===== src/rtl/sha256_msg_padder.sv =====
// SHA-256 message padder: packs a byte stream into big-endian 32-bit schedule
// words and appends 0x80, zero fill and the 64-bit bit-length.
module sha256_msg_padder #(
    parameter int LEN_W = 32
) (
    input  logic        clk,
    input  logic        reset,
    input  logic [7:0]  in_data,
    input  logic        in_valid,
    input  logic        in_last,
    output logic        in_ready,
    output logic [31:0] out_word,
    output logic        out_valid,
    input  logic        out_ready,
    output logic [3:0]  out_idx,
    output logic        out_blk_last,
    output logic        out_msg_last,
    output logic        busy,
    output logic        len_err
);

    // Handshake: a byte moves when in_valid && in_ready; a word moves when
    // out_valid && out_ready. out_* hold steady while out_valid && !out_ready.
    typedef enum logic [2:0] {
        S_ACCEPT,
        S_PAD1,
        S_PADZ,
        S_LEN,
        S_DONE
    } state_t;

    state_t           state_q;
    logic [5:0]       pos_q;
    logic [LEN_W-1:0] msg_bytes_q;
    logic [23:0]      asm_q;

    logic       can_take;
    logic       take;
    logic [7:0] byte_val;
    logic [5:0] pos_next;
    logic [63:0] len_bits;
    logic [63:0] len_shift;

    assign can_take  = !out_valid || out_ready;
    assign in_ready  = (state_q == S_ACCEPT) && can_take;
    assign pos_next  = pos_q + 6'd1;
    assign len_bits  = 64'(msg_bytes_q) << 3;
    // Length bytes occupy positions 56..63, MSB first.
    assign len_shift = len_bits << {pos_q[2:0], 3'b000};

    always_comb begin
        take     = 1'b0;
        byte_val = 8'h00;
        case (state_q)
            S_ACCEPT: begin
                take     = in_valid && can_take;
                byte_val = in_data;
            end
            S_PAD1: begin
                take     = can_take;
                byte_val = 8'h80;
            end
            S_PADZ: take = can_take;
            S_LEN: begin
                take     = can_take;
                byte_val = len_shift[63:56];
            end
            default: ;
        endcase
    end

    always_ff @(posedge clk) begin
        if (reset) begin
            state_q      <= S_ACCEPT;
            pos_q        <= '0;
            msg_bytes_q  <= '0;
            asm_q        <= '0;
            out_word     <= '0;
            out_valid    <= 1'b0;
            out_idx      <= '0;
            out_blk_last <= 1'b0;
            out_msg_last <= 1'b0;
            busy         <= 1'b0;
            len_err      <= 1'b0;
        end else begin
            if (out_valid && out_ready) out_valid <= 1'b0;

            if (take) begin
                pos_q <= pos_next;
                if (pos_q[1:0] == 2'd3) begin
                    out_word     <= {asm_q, byte_val};
                    out_valid    <= 1'b1;
                    out_idx      <= pos_q[5:2];
                    out_blk_last <= &pos_q[5:2];
                    out_msg_last <= (state_q == S_LEN) && (&pos_q);
                end else begin
                    asm_q <= {asm_q[15:0], byte_val};
                end
            end

            case (state_q)
                S_ACCEPT: if (take) begin
                    msg_bytes_q <= msg_bytes_q + LEN_W'(1);
                    busy        <= 1'b1;
                    if (!busy) len_err <= 1'b0;
                    if (&msg_bytes_q) len_err <= 1'b1;
                    if (in_last) state_q <= S_PAD1;
                end
                S_PAD1: if (take) state_q <= (pos_next == 6'd56) ? S_LEN : S_PADZ;
                // Zero fill may wrap past 63 into an extra block before reaching 56.
                S_PADZ: if (take && pos_next == 6'd56) state_q <= S_LEN;
                S_LEN:  if (take && (&pos_q)) state_q <= S_DONE;
                S_DONE: if (out_valid && out_ready) begin
                    state_q     <= S_ACCEPT;
                    busy        <= 1'b0;
                    msg_bytes_q <= '0;
                    pos_q       <= '0;
                end
                default: state_q <= S_ACCEPT;
            endcase
        end
    end

endmodule


===== config.mk =====
export PLATFORM = sky130hd
export DESIGN_NAME = sha256_msg_padder
export DESIGN_NICKNAME = d
export VERILOG_FILES = /design/src/rtl/sha256_msg_padder.sv
export SDC_FILE = /design/constraint.sdc
export NUM_CORES = 1
export LEC_CHECK = 0
export ABC_AREA = 0
export CORE_AREA = 2 2 141 143
export DETAILED_ROUTE_END_ITERATION = 7
export DIE_AREA = 0 0 143 145
export DONT_BUFFER_PORTS = 1
export PLACE_DENSITY = 0.48
export SLEW_MARGIN = 40
export SYNTH_ARGS = -nofsm -noshare
export SYNTH_HDL_FRONTEND = slang
export SYNTH_SLANG_ARGS = --single-unit

===== constraint.sdc =====
create_clock -name clk -period 2.35 [get_ports clk]
set_input_delay 0.47 -clock clk [delete_from_list [all_inputs] [get_ports clk]]
set_output_delay 0.47 -clock clk [all_outputs]
set_load 0.02 [all_outputs]

Word level (Yosys, flattened, before mapping):

Index checks and enable logic that the tools add are counted.

* register bits after elaboration: 106
* bits of input ports: 13
* output and inout port bits: 42
* word-level logic and storage cells: 71

* add/sub/neg operators: 2
* equal/unequal tests: 13
* shift operators: 1
* mux-type cells: 24
* bitwise gates (word level): 1
* reduce and logical (&&, ||, !) cells: 19

Operator list (number)
* $mux 32: 2
* $pmux 32 s2: 1
* $shl 35x6->64: 1
* $add 32x1->32 const B: 1
* $reduce_and 32->1: 1
* $pmux 8 s3: 1
* $mux 3: 6
* $mux 6: 3
* $pmux 3 s5: 1
* $reduce_and 6->1: 2
* $ne 2x2->1 const B: 5
* $mux 1: 8
* $add 6x1->6 const B: 1
* $eq 3x2->1 const B: 2
* $eq 6x6->1 const B: 1
* $logic_and 1x1->1: 6
* $reduce_and 3->1: 2
* $ne 2x1->1 const B: 2
* $pmux 1 s2: 2
* $reduce_and 2->1: 2
* $reduce_and 4->1: 1
* $eq 3x1->1 const B: 1
* $eq 3x3->1 const B: 1
* $logic_not 3->1: 1
* 6 further kinds: 6

Logic depth before layout (Yosys ltp):

* depth after elaboration: 7
* gate-level depth with buffers: 8
* depth with buffers taken out: 6

Worst setup path after synthesis:

Ideal clock, no wire load.

* kind: flip-flop to flip-flop
* from: reg msg_bytes_q[0]
* to: reg msg_bytes_q[30]
* library setup time: 0.059 ns
* arrival time: 1.913 ns
* required time: 2.291 ns
* slack: 0.378 ns
* cell stages (with the launch flop): 7
* buffers on the path: 0
* clock period less this slack: 1.972 ns
* path through: dfxtp_1 -> ha_1 -> nand4_1 -> nor4_1 -> nand3_1 -> or4_1 -> nand2_1

* longest elaborated chain between the ends: 3

RTL lines
* from (decl): line 34 `logic [LEN_W-1:0] msg_bytes_q;`
* from (signal assigned): line 103 `msg_bytes_q <= msg_bytes_q + LEN_W'(1);`
* $add 32x1->32: line 103
* $mux 32: line 102 `S_ACCEPT: if (take) begin`
* $pmux 32 s2: line 101 `case (state_q)`

Every way passes these cells. The select of a mux whose other input is x is not followed.
A chain may end at the register's enable or synchronous reset.

Final worst setup path:

* from: reg msg_bytes_q[1]
* to: reg msg_bytes_q[30]

The elaborated chain is that of the path after synthesis.

==> impl_metrics.json <==
{
  "status": "finished, final reports clean",
  "ant_nets": 0,
  "tns_ps": 0,
  "vias": 4049,
  "period_share_pct": 92.3,
  "synth.most_common_cell": "nand2_1",
  "powerDensity_nw_per_um2": 755,
  "cp.depth": 6,
  "finalMaxSlewViolations": 0,
  "slowest_stage": "nor4_1",
  "max_cap_violations": 0,
  "cts.path.max_buffers": 2,
  "worst_r2r_path_depth": 6,
  "synth-main-ff-cell": "dfxtp_1",
  "hold_viol": 0,
  "p_total_uw": 4120,
  "r2r-end": "msg_bytes_q[30]$_SDFFE_PP0P_",
  "worstPathMaxFanout": 5,
  "grt_usage_pct": 12.8,
  "cts_root_buf": "clkbuf_16",
  "hold_class": "input pin to flop",
  "clkLatencyLatePin_ps": 350,
  "async_flop_share_pct": 0,
  "area_growth_syn_to_layout_pct": 15.4,
  "worstPathCellList": "ha_1 > nand4_1 > nor4_1 > nand3_1 > or4_1 > nand2_1",
  "postCtsHoldBufs": 0,
  "path_clk_slew_ps": 70,
  "regArea_sq_um": 2120,
  "syn_area_sq_um": 4730,
  "maxSlewHeadroom_pct": 65.6,
  "final_util_pct": 28.4,
  "die_h_um": 145,
  "rsz0062_at_grt": "no",
  "cp_top_family": "simple AND/OR/NAND/NOR gates",
  "port_buffers": 0,
  "final_net_count": 593,
  "syn_avg_cell_area_sq_um": 8.19,
  "postCtsSetupBuffers": 0,
  "startpoint": "msg_bytes_q[1]$_SDFFE_PP0P_",
  "antenna_found_initial": 2,
  "yosysTopAreaCellShare_pct": 44.8,
  "fill_cells": 2057,
  "start_kind": "flop",
  "ir_drop_uv": 281,
  "cts_buffers": 9,
  "io_pins": 55,
  "clock_skew_ps": 7.91,
  "yosys_warnings": 0,
  "period_minus_slack_ps": 2170,
  "setup_viol": 0,
  "wl_per_cell_um": 15.3,
  "power_leakage_uw": 0.00183,
  "end_kind": "flop",
  "grt_max_degree": 98,
  "grt_pass1_vias": 3935,
  "initial_core_util_pct": 24.6,
  "met1_length_um": 5770,
  "cts_tree": "done",
  "synth_cells": 578,
  "multi_input_area_sq_um": 2450,
  "hold_depth": 1,
  "numClockSinks": 106,
  "drt-pass1-iter-count": 4,
  "drc": 0,
  "drive_gt1_share_pct": 11.2,
  "routed_wl_um": 12900,
  "row_count": 51,
  "place_congestion": 0.882,
  "yosys.area.top_type": "dfxtp_1",
  "viasPerCell": 4.77,
  "grt_pass1_wl_um": 20900,
  "grt_overflow": 0,
  "top_layer": "met4",
  "syn_nets": 594,
  "cts_resized": 0,
  "arrival_ps": 2460,
  "drt_iter0_drc": 211,
  "fmax_ghz": 0.461,
  "cp_num_buf_inv": 0,
  "synth_edf_count": 0,
  "ys_types": 49,
  "r2r_slack_ps": 180,
  "worst_pin_slew_ps": 511,
  "die-area_sq_um": 20700,
  "cp-endpoint": "msg_bytes_q[30]$_SDFFE_PP0P_",
  "place_hpwl_um": 9370,
  "r2r_start": "msg_bytes_q[1]$_SDFFE_PP0P_",
  "synth.area.top_cells": "dfxtp_1 (45%), nand2_1 (9.2%), a21oi_1 (6.7%)",
  "core-area_sq_um": 19200,
  "die_x_um": 143,
  "htreeDepth": 3,
  "required_ps": 2640,
  "synth_seq_cells": 106,
  "route.met2.wl_um": 6140,
  "dr_wl_met3_um": 798,
  "worst_path_largest_cell_delay_ps": 530,
  "synth_commonest_cells": "nand2_1 (116), dfxtp_1 (106), nor2_1 (64)",
  "crit_type": "flop to flop",
  "yosysSeqAreaShare_pct": 44.8
}
sequential cells by signal (all words and copies together) (netlist names), 3 cells and up:
name / cells
state_q: 3
asm_q: 24
msg_bytes_q: 32
out_idx: 4
out_word: 32
pos_q: 6
cell usage in the layout, fill, tap and decap left out, types with 4 or more instances in the layout:
cell	n
a31oi_1	6
xor2_1	7
mux4_2	5
nand3b_1	9
nor2_1	64
nand3_1	23
mux2_2	8
o21ai_0	6
o31ai_1	4
or3_1	5
buf_4	25
xnor2_1	5
a22oi_1	4
a22o_1	7
nor3_1	14
nand4_1	19
dfxtp_1	106
and3_1	4
o211ai_1	6
nor2b_1	4
a211oi_1	7
clkbuf_16	9
nand2_1	116
inv_1	5
mux2i_1	5
a21oi_1	63
report_power, final:
part	switching, uW	total (uW)	internal (uW)	leakage, uW
sequential	106	1990	1890	0.000858
combinational	343	567	223	0.000821
clock	693	1560	867	0.000154
total	1140	4120	2980	0.00183
final cells by class:
cell class	count	share of cell area, %
multi-input cells	428	44.8
flip-flops and latches	106	38.8
well taps	265	6.07
clock buffers	10	4.37
repair buffers	27	4.17
clock inverters	6	1.28
inverters	5	0.344
diodes	2	0.0916
logic make-up after synthesis:
kind of cell / after synthesis / synth area share [%]
buffers and inverters: 44 / 3.81
adder cells (fa/ha/maj): 3 / 0.793
AND/OR/NAND/NOR: 286 / 29.3
AO/OA/AOI/OAI: 109 / 13.7
flip-flops: 106 / 44.8
multiplexers: 18 / 5.34
XOR/XNOR: 12 / 2.22
per-stage QoR:
stage                     instance area [sq um]  std cells  setup WS, ps  hold WS, ps
after detailed placement                   5140        830           194          449
after floorplan                            4730        578           378          432
after global routing                       5460        847          66.7          162
final                                      5460        849           180          185
after global placement                     5140        830           235          443
after CTS                                  5450        846           174          175
how the worst min path moves through the flow:
stage	endpoint	start
after floorplan	out_word[24]$_SDFFE_PP0P_	asm_q[16]$_SDFFE_PP0P_
after global placement	asm_q[16]$_SDFFE_PP0P_	asm_q[16]$_SDFFE_PP0P_
after detailed placement	asm_q[16]$_SDFFE_PP0P_	asm_q[16]$_SDFFE_PP0P_
after CTS	out_idx[2]$_SDFFE_PP0P_	reset
after global routing	out_blk_last$_SDFFE_PP0P_	reset
final	out_idx[2]$_SDFFE_PP0P_	reset
per-layer routing:
layer / global-route usage, % / vias to the layer above
li1: - / 2031
met1: 15.8 / 1910
met2: 20.5 / 89
met3: 4.79 / 19
met4: 3.96 / 0
met5: 0 / -
Note: power is estimated with default switching activity, not from simulation.
